`src/rtl/dvs2_modem_pkg.sv`:
```
// Shared modem types and constellation helpers for the QPSK transmit path.
package dvs2_modem_pkg;

    localparam logic [7:0] MIDSCALE = 8'd128;

    typedef logic [1:0] dibit_t;
    typedef logic [1:0] phase_t;

    // Gray-coded dibit to phase step: 00->0, 01->1, 11->2, 10->3.
    function automatic phase_t gray_inc(input dibit_t d);
        case (d)
            2'b00:   return 2'd0;
            2'b01:   return 2'd1;
            2'b11:   return 2'd2;
            default: return 2'd3;
        endcase
    endfunction

    // Returns {i_neg, q_neg} for a constellation phase.
    function automatic logic [1:0] phase_to_sign(input phase_t p);
        case (p)
            2'd0:    return 2'b00;
            2'd1:    return 2'b10;
            2'd2:    return 2'b11;
            default: return 2'b01;
        endcase
    endfunction

endpackage

```
`src/rtl/iq_byte_fifo.sv`:
```
// Byte FIFO with show-ahead read data and occupancy output; FIFO_DEPTH is a power of 2.
module iq_byte_fifo #(
    parameter int FIFO_DEPTH = 4
) (
    input  logic                          i_clk_x16,
    input  logic                          i_rst_n,
    input  logic                          wr_en,
    input  logic [7:0]                    wr_data,
    input  logic                          rd_en,
    output logic [7:0]                    rd_data,
    output logic                          full,
    output logic                          empty,
    output logic [$clog2(FIFO_DEPTH):0]   level
);
    localparam int AW = $clog2(FIFO_DEPTH);
    localparam int LW = AW + 1;

    logic [7:0]    mem [FIFO_DEPTH];
    logic [AW-1:0] wr_ptr;
    logic [AW-1:0] rd_ptr;
    logic          push;
    logic          pop;

    assign full    = (level == LW'(FIFO_DEPTH));
    assign empty   = (level == '0);
    assign push    = wr_en && !full;
    assign pop     = rd_en && !empty;
    assign rd_data = mem[rd_ptr];

    always_ff @(posedge i_clk_x16) begin
        if (push)
            mem[wr_ptr] <= wr_data;
    end

    always_ff @(posedge i_clk_x16 or negedge i_rst_n) begin
        if (!i_rst_n) begin
            wr_ptr <= '0;
            rd_ptr <= '0;
            level  <= '0;
        end else begin
            if (push)
                wr_ptr <= wr_ptr + 1'b1;
            if (pop)
                rd_ptr <= rd_ptr + 1'b1;
            case ({push, pop})
                2'b10:   level <= level + 1'b1;
                2'b01:   level <= level - 1'b1;
                default: level <= level;
            endcase
        end
    end

endmodule

```
`src/rtl/qpsk_iq_mapper.sv`:
```
// Byte stream to zero-stuffed QPSK offset-binary I/Q, one sample per filter strobe.
// Define QPSK_IQ_MAPPER_DIFF_ENC_EN for differential Gray encoding instead of direct mapping.
module qpsk_iq_mapper
    import dvs2_modem_pkg::*;
#(
    parameter int SPS        = 4,
    parameter int AMPL       = 64,
    parameter int FIFO_DEPTH = 4
) (
    input  logic                          i_clk_x16,
    input  logic                          i_rst_n,
    input  logic                          i_en,
    input  logic [7:0]                    i_data,
    input  logic                          i_data_valid,
    output logic                          o_data_ready,
    input  logic                          i_fir_ready,
    output logic [7:0]                    o_I,
    output logic [7:0]                    o_Q,
    output logic                          o_valid,
    output logic                          o_underflow,
    output logic [$clog2(FIFO_DEPTH):0]   o_fifo_level
);
    localparam int CNT_W = (SPS > 1) ? $clog2(SPS) : 1;

    logic             tick;
    logic             sym_slot;
    logic             have_sr;
    logic             pop;
    logic             slot_data;
    logic             fifo_full;
    logic             fifo_empty;
    logic [7:0]       fifo_rd_data;
    dibit_t           dibit;
    logic [1:0]       neg;
    logic [CNT_W-1:0] cnt;
    logic [5:0]       sr;
    logic [1:0]       left;
    logic [7:0]       iq_i_p1;
    logic [7:0]       iq_q_p1;
    logic             vld_p1;
    logic             uf;

    function automatic logic [7:0] sample(input logic is_neg);
        logic signed [9:0] ampl_s;
        logic signed [9:0] sum;
        ampl_s = 10'(AMPL);
        sum    = $signed({2'b00, MIDSCALE}) + (is_neg ? -ampl_s : ampl_s);
        return sum[7:0];
    endfunction

    iq_byte_fifo #(.FIFO_DEPTH(FIFO_DEPTH)) u_fifo (
        .i_clk_x16 (i_clk_x16),
        .i_rst_n   (i_rst_n),
        .wr_en     (i_data_valid),
        .wr_data   (i_data),
        .rd_en     (pop),
        .rd_data   (fifo_rd_data),
        .full      (fifo_full),
        .empty     (fifo_empty),
        .level     (o_fifo_level)
    );

    assign o_data_ready = !fifo_full;
    assign tick         = i_fir_ready && i_en;
    assign sym_slot     = tick && (cnt == '0);
    assign have_sr      = (left != 2'd0);
    assign pop          = sym_slot && !have_sr && !fifo_empty;
    assign slot_data    = sym_slot && (have_sr || !fifo_empty);
    assign dibit        = have_sr ? sr[5:4] : fifo_rd_data[7:6];

`ifdef QPSK_IQ_MAPPER_DIFF_ENC_EN
    phase_t phase;
    phase_t phase_nxt;

    assign phase_nxt = phase + gray_inc(dibit);
    assign neg       = phase_to_sign(phase_nxt);

    always_ff @(posedge i_clk_x16 or negedge i_rst_n) begin
        if (!i_rst_n)
            phase <= '0;
        else if (slot_data)
            phase <= phase_nxt;
    end
`else
    assign neg = dibit;
`endif

    // Stage p1: registered sample, one cycle after the strobe
    always_ff @(posedge i_clk_x16 or negedge i_rst_n) begin
        if (!i_rst_n) begin
            cnt     <= '0;
            sr      <= '0;
            left    <= '0;
            uf      <= 1'b0;
            iq_i_p1 <= MIDSCALE;
            iq_q_p1 <= MIDSCALE;
            vld_p1  <= 1'b0;
        end else begin
            vld_p1 <= tick;
            if (tick) begin
                cnt <= (cnt == CNT_W'(SPS - 1)) ? '0 : cnt + 1'b1;
                if (slot_data) begin
                    iq_i_p1 <= sample(neg[1]);
                    iq_q_p1 <= sample(neg[0]);
                end else begin
                    iq_i_p1 <= MIDSCALE;
                    iq_q_p1 <= MIDSCALE;
                end
                if (sym_slot && have_sr) begin
                    sr   <= {sr[3:0], 2'b00};
                    left <= left - 1'b1;
                end else if (pop) begin
                    sr   <= fifo_rd_data[5:0];
                    left <= 2'd3;
                end else if (sym_slot) begin
                    uf <= 1'b1;
                end
            end
        end
    end

    assign o_I         = iq_i_p1;
    assign o_Q         = iq_q_p1;
    assign o_valid     = vld_p1;
    assign o_underflow = uf;

endmodule

```
`config.mk`:
```
export PLATFORM = sky130hd
export DESIGN_NAME = qpsk_iq_mapper
export DESIGN_NICKNAME = d
export VERILOG_FILES = /design/src/rtl/dvs2_modem_pkg.sv /design/src/rtl/iq_byte_fifo.sv /design/src/rtl/qpsk_iq_mapper.sv
export SDC_FILE = /design/constraint.sdc
export NUM_CORES = 1
export LEC_CHECK = 0
export ABC_AREA = 1
export BUFFER_PORTS_ARGS = -buffer_cell sky130_fd_sc_hd__clkbuf_2
export CELL_PAD_IN_SITES_DETAIL_PLACEMENT = 0
export CELL_PAD_IN_SITES_GLOBAL_PLACEMENT = 2
export CORE_MARGIN = 5
export CORE_UTILIZATION = 31
export DETAILED_ROUTE_END_ITERATION = 12
export GPL_ROUTABILITY_DRIVEN = 1
export PLACE_DENSITY = 0.8
export REMOVE_ABC_BUFFERS = 1
export SYNTH_ARGS = -nofsm -noshare
export SYNTH_HDL_FRONTEND = slang
export SYNTH_SLANG_ARGS = --single-unit
```
`constraint.sdc`:
```
create_clock -name i_clk_x16 -period 1.9 [get_ports i_clk_x16]
set_input_delay 0.38 -clock i_clk_x16 [delete_from_list [all_inputs] [get_ports i_clk_x16]]
set_output_delay 0.38 -clock i_clk_x16 [all_outputs]
set_load 0.01 [all_outputs]
```
==> reports/metrics.yaml <==
syn-cell-area_um2: 2460
relSlewSlack_pct: 42.0
min_path_type: "in2async"
vdd_drop_max_uv: 376
first_pass_iters: 4
power_leakage_nw: 1.26
regToRegSetupSlack_ns: 0.04
syn-instance-count: 234
register_area_um2: 1510
layout-drive-gt1-share_pct: 26.1
finalNetCount: 293
whs_ns: 0.0669
timing.fmax_ghz: 0.539
grt_pass1_vias: 1551
fillers: 784
cts_hold_buffers: 0
postRouteAntennaNets: 0
via_per_inst: 4.26
ys_seq_area_share_pct: 61.5
wl_per_cell_um: 12.2
antennaDiodeCount: 0
crit_path_start_kind: "flop"
clk_latency_ns: 0.30
area_growth_pct: 16.2
reg2regPathDepth: 9
maxSlewViolCount: 0
boundaryPins: 35
grt_pass1_wl_mm: 7.27
finalClockSkew_ns: 0.00664
clkTransAtPathRegs_ns: 0.10
grt_overflow_total: 0
drv_cap: 0
worst_pin_slew_ns: 0.867
setup_tns_ns: 0
dieArea_um2: 9830
dp_hpwl_mm: 3.14
power.density_nw_per_um2: 1340
htreeDepth: 2
syn_area_per_cell_um2: 10.5
grt_usage_pct: 9.44
cts_tree: "built"
drt_iter0_drc: 28
r2r_start: "cnt[0]$_DFFE_PN0P_"
cts-buffers-inserted: 5
hold_violations: 0
multi_input_area_um2: 828
coreArea_um2: 7730
worstPathArrival_ns: 2.05
io_buffers: 22
antenna_found_initial: 0
period_share_pct: 97.6
end_kind: "flop"
yosys_warnings: 0
cp_max_fo: 2
wl_mm: 4.57
synth.distinct_cells: 25
ys_seq_elements: 54
die_x_um: 99.1
cp_data_required_time_ns: 2.10
clock-sinks: 54
r2r-end: "u_fifo.level[1]$_DFFE_PN0P_"
status: "finished, final reports clean"
vias: 1594
drc: 0
cts.path.max_buffers: 2
initial_core_util_pct: 31.9
gp_congestion: 0.741
grt_max_degree: 23
cts_root_buffer: "clkbuf_8"
die_h_um: 99.1
crit_type: "reg2reg"
finalSetupViolCount: 0
rows: 32
fin_crit_ns: 1.86
rsz0062_at_grt: "true"
## critical path: stages (launching register included)
cell and delay, ns:
dfrtp_1 0.40, inv_2 0.08, ha_4 0.15, nand3_4 0.07, nor2_4 0.08, nand2_2 0.06
inv_2 0.07, ha_4 0.14, fa_2 0.42, mux2_2 0.26
## worst max path at each step
stage                        start                          end  slack [ns]
6_report        cnt[0]$_DFFE_PN0P_  u_fifo.level[1]$_DFFE_PN0P_        0.04
5_1_grt         cnt[0]$_DFFE_PN0P_  u_fifo.level[1]$_DFFE_PN0P_       -0.03
4_1_cts         cnt[0]$_DFFE_PN0P_  u_fifo.level[1]$_DFFE_PN0P_        0.01
3_5_place_dp    cnt[1]$_DFFE_PN0P_  u_fifo.level[2]$_DFFE_PN0P_       -0.07
3_3_place_gp    cnt[0]$_DFFE_PN0P_  u_fifo.level[2]$_DFFE_PN0P_       -0.02
2_1_floorplan  left[0]$_DFFE_PN0P_  u_fifo.level[1]$_DFFE_PN0P_       -0.12
## flip-flops by register name (all words and copies together) (netlist names)
| register | cells |
|---|---|
| sr | 6 |
| u_fifo.mem | 32 |
| cnt | 2 |
| left | 2 |
| o_I | 2 |
| u_fifo.wr_ptr | 2 |
| u_fifo.rd_ptr | 2 |
| o_valid | 1 |
| o_Q | 1 |
| o_underflow | 1 |
| u_fifo.level | 3 |
## power by group
group	internal (mW)	leakage, nW	total, mW	switching [mW]
Sequential	1.59	0.563	1.79	0.197
Combinational	0.576	0.659	1.41	0.831
Clock	0.260	0.0422	0.634	0.374
Total	2.43	1.26	3.83	1.40
## cells in the mapped netlist, drive strengths merged
cell,n,area (µm²)
xnor2,1,8.76
nand2,73,287
nand3,21,105
conb,1,3.75
fa,1,20.0
edfxtp,32,961
buf,19,154
mux2,1,11.3
o21ai,6,30.0
dfrtp,20,500
a22oi,1,7.51
a21oi,5,32.5
inv,18,72.6
o21bai,1,7.51
ha,8,100
xor2,3,26.3
nor2,21,83.8
dfstp,2,52.6
## per-layer routing
layer / GRT usage [%] / up-vias / share of wire [%]
met5: 0 / - / 0
met4: 2.84 / 0 / 1.2
met3: 3.02 / 5 / 5.7
met2: 16.7 / 35 / 49
met1: 10.8 / 750 / 44
li1: - / 804 / -
## cells in the final DEF (no fill, tap or decap)
cell type,n
fa_2,1
dfstp_2,2
clkinvlp_4,1
mux2_2,1
conb_1,12
clkbuf_8,5
inv_6,2
inv_1,11
xnor2_1,1
nand3_1,20
a22oi_1,1
nand2_2,5
o21bai_1,1
a21oi_1,2
xor2_1,3
nand2_1,68
o21ai_0,3
nand3_4,1
inv_2,6
ha_4,3
o21ai_1,3
buf_4,16
ha_1,5
edfxtp_1,32
clkinv_1,1
nor2_4,1
dfrtp_1,20
clkbuf_2,22
a21oi_2,3
nor2_1,18
nor2_2,2
## final cells by class
class | instances | area share, %
multi-input combinational | 154 | 28.9
sequential | 54 | 52.9
tap | 102 | 4.46
timing repair buffer | 38 | 8.05
inverter | 18 | 2.54
clock inverter | 3 | 0.700
clock buffer | 5 | 2.40
## cell families (layout without fill, tap and decap cells)
kind of cell    count (synthesis)  in the layout  synth area share [%]
mux                             1              1                 0.457
fa+ha+maj                       9              9                  4.88
buf+inv                        37             64                  9.19
flops                          54             54                  61.5
compound gates                 13             13                  3.15
other cells                     1             12                 0.152
simple gates                  115            115                  19.3
xor+xnor                        4              4                  1.42
## per-stage QoR
step	instances	area, µm²	setup WS [ns]	total power [mW]	utilization, %
6_report	374	2860	0.0448	3.83	37.0
2_1_floorplan	226	2350	-0.121	2.63	-
5_1_grt	374	2860	-0.0283	4.13	37.0
3_5_place_dp	361	2670	-0.0704	3.11	34.6
3_3_place_gp	361	2670	-0.0188	3.09	34.6
4_1_cts	372	2820	0.0148	3.82	36.5
## what timing repair did
action                                  in CTS  in global routing
buffers inserted                             3                  2
gates resized for setup                      8                  8
pin swaps                                    2                  3
endpoints found under the setup margin       2                  2
No activity file was read; power rests on OpenSTA's default activity.
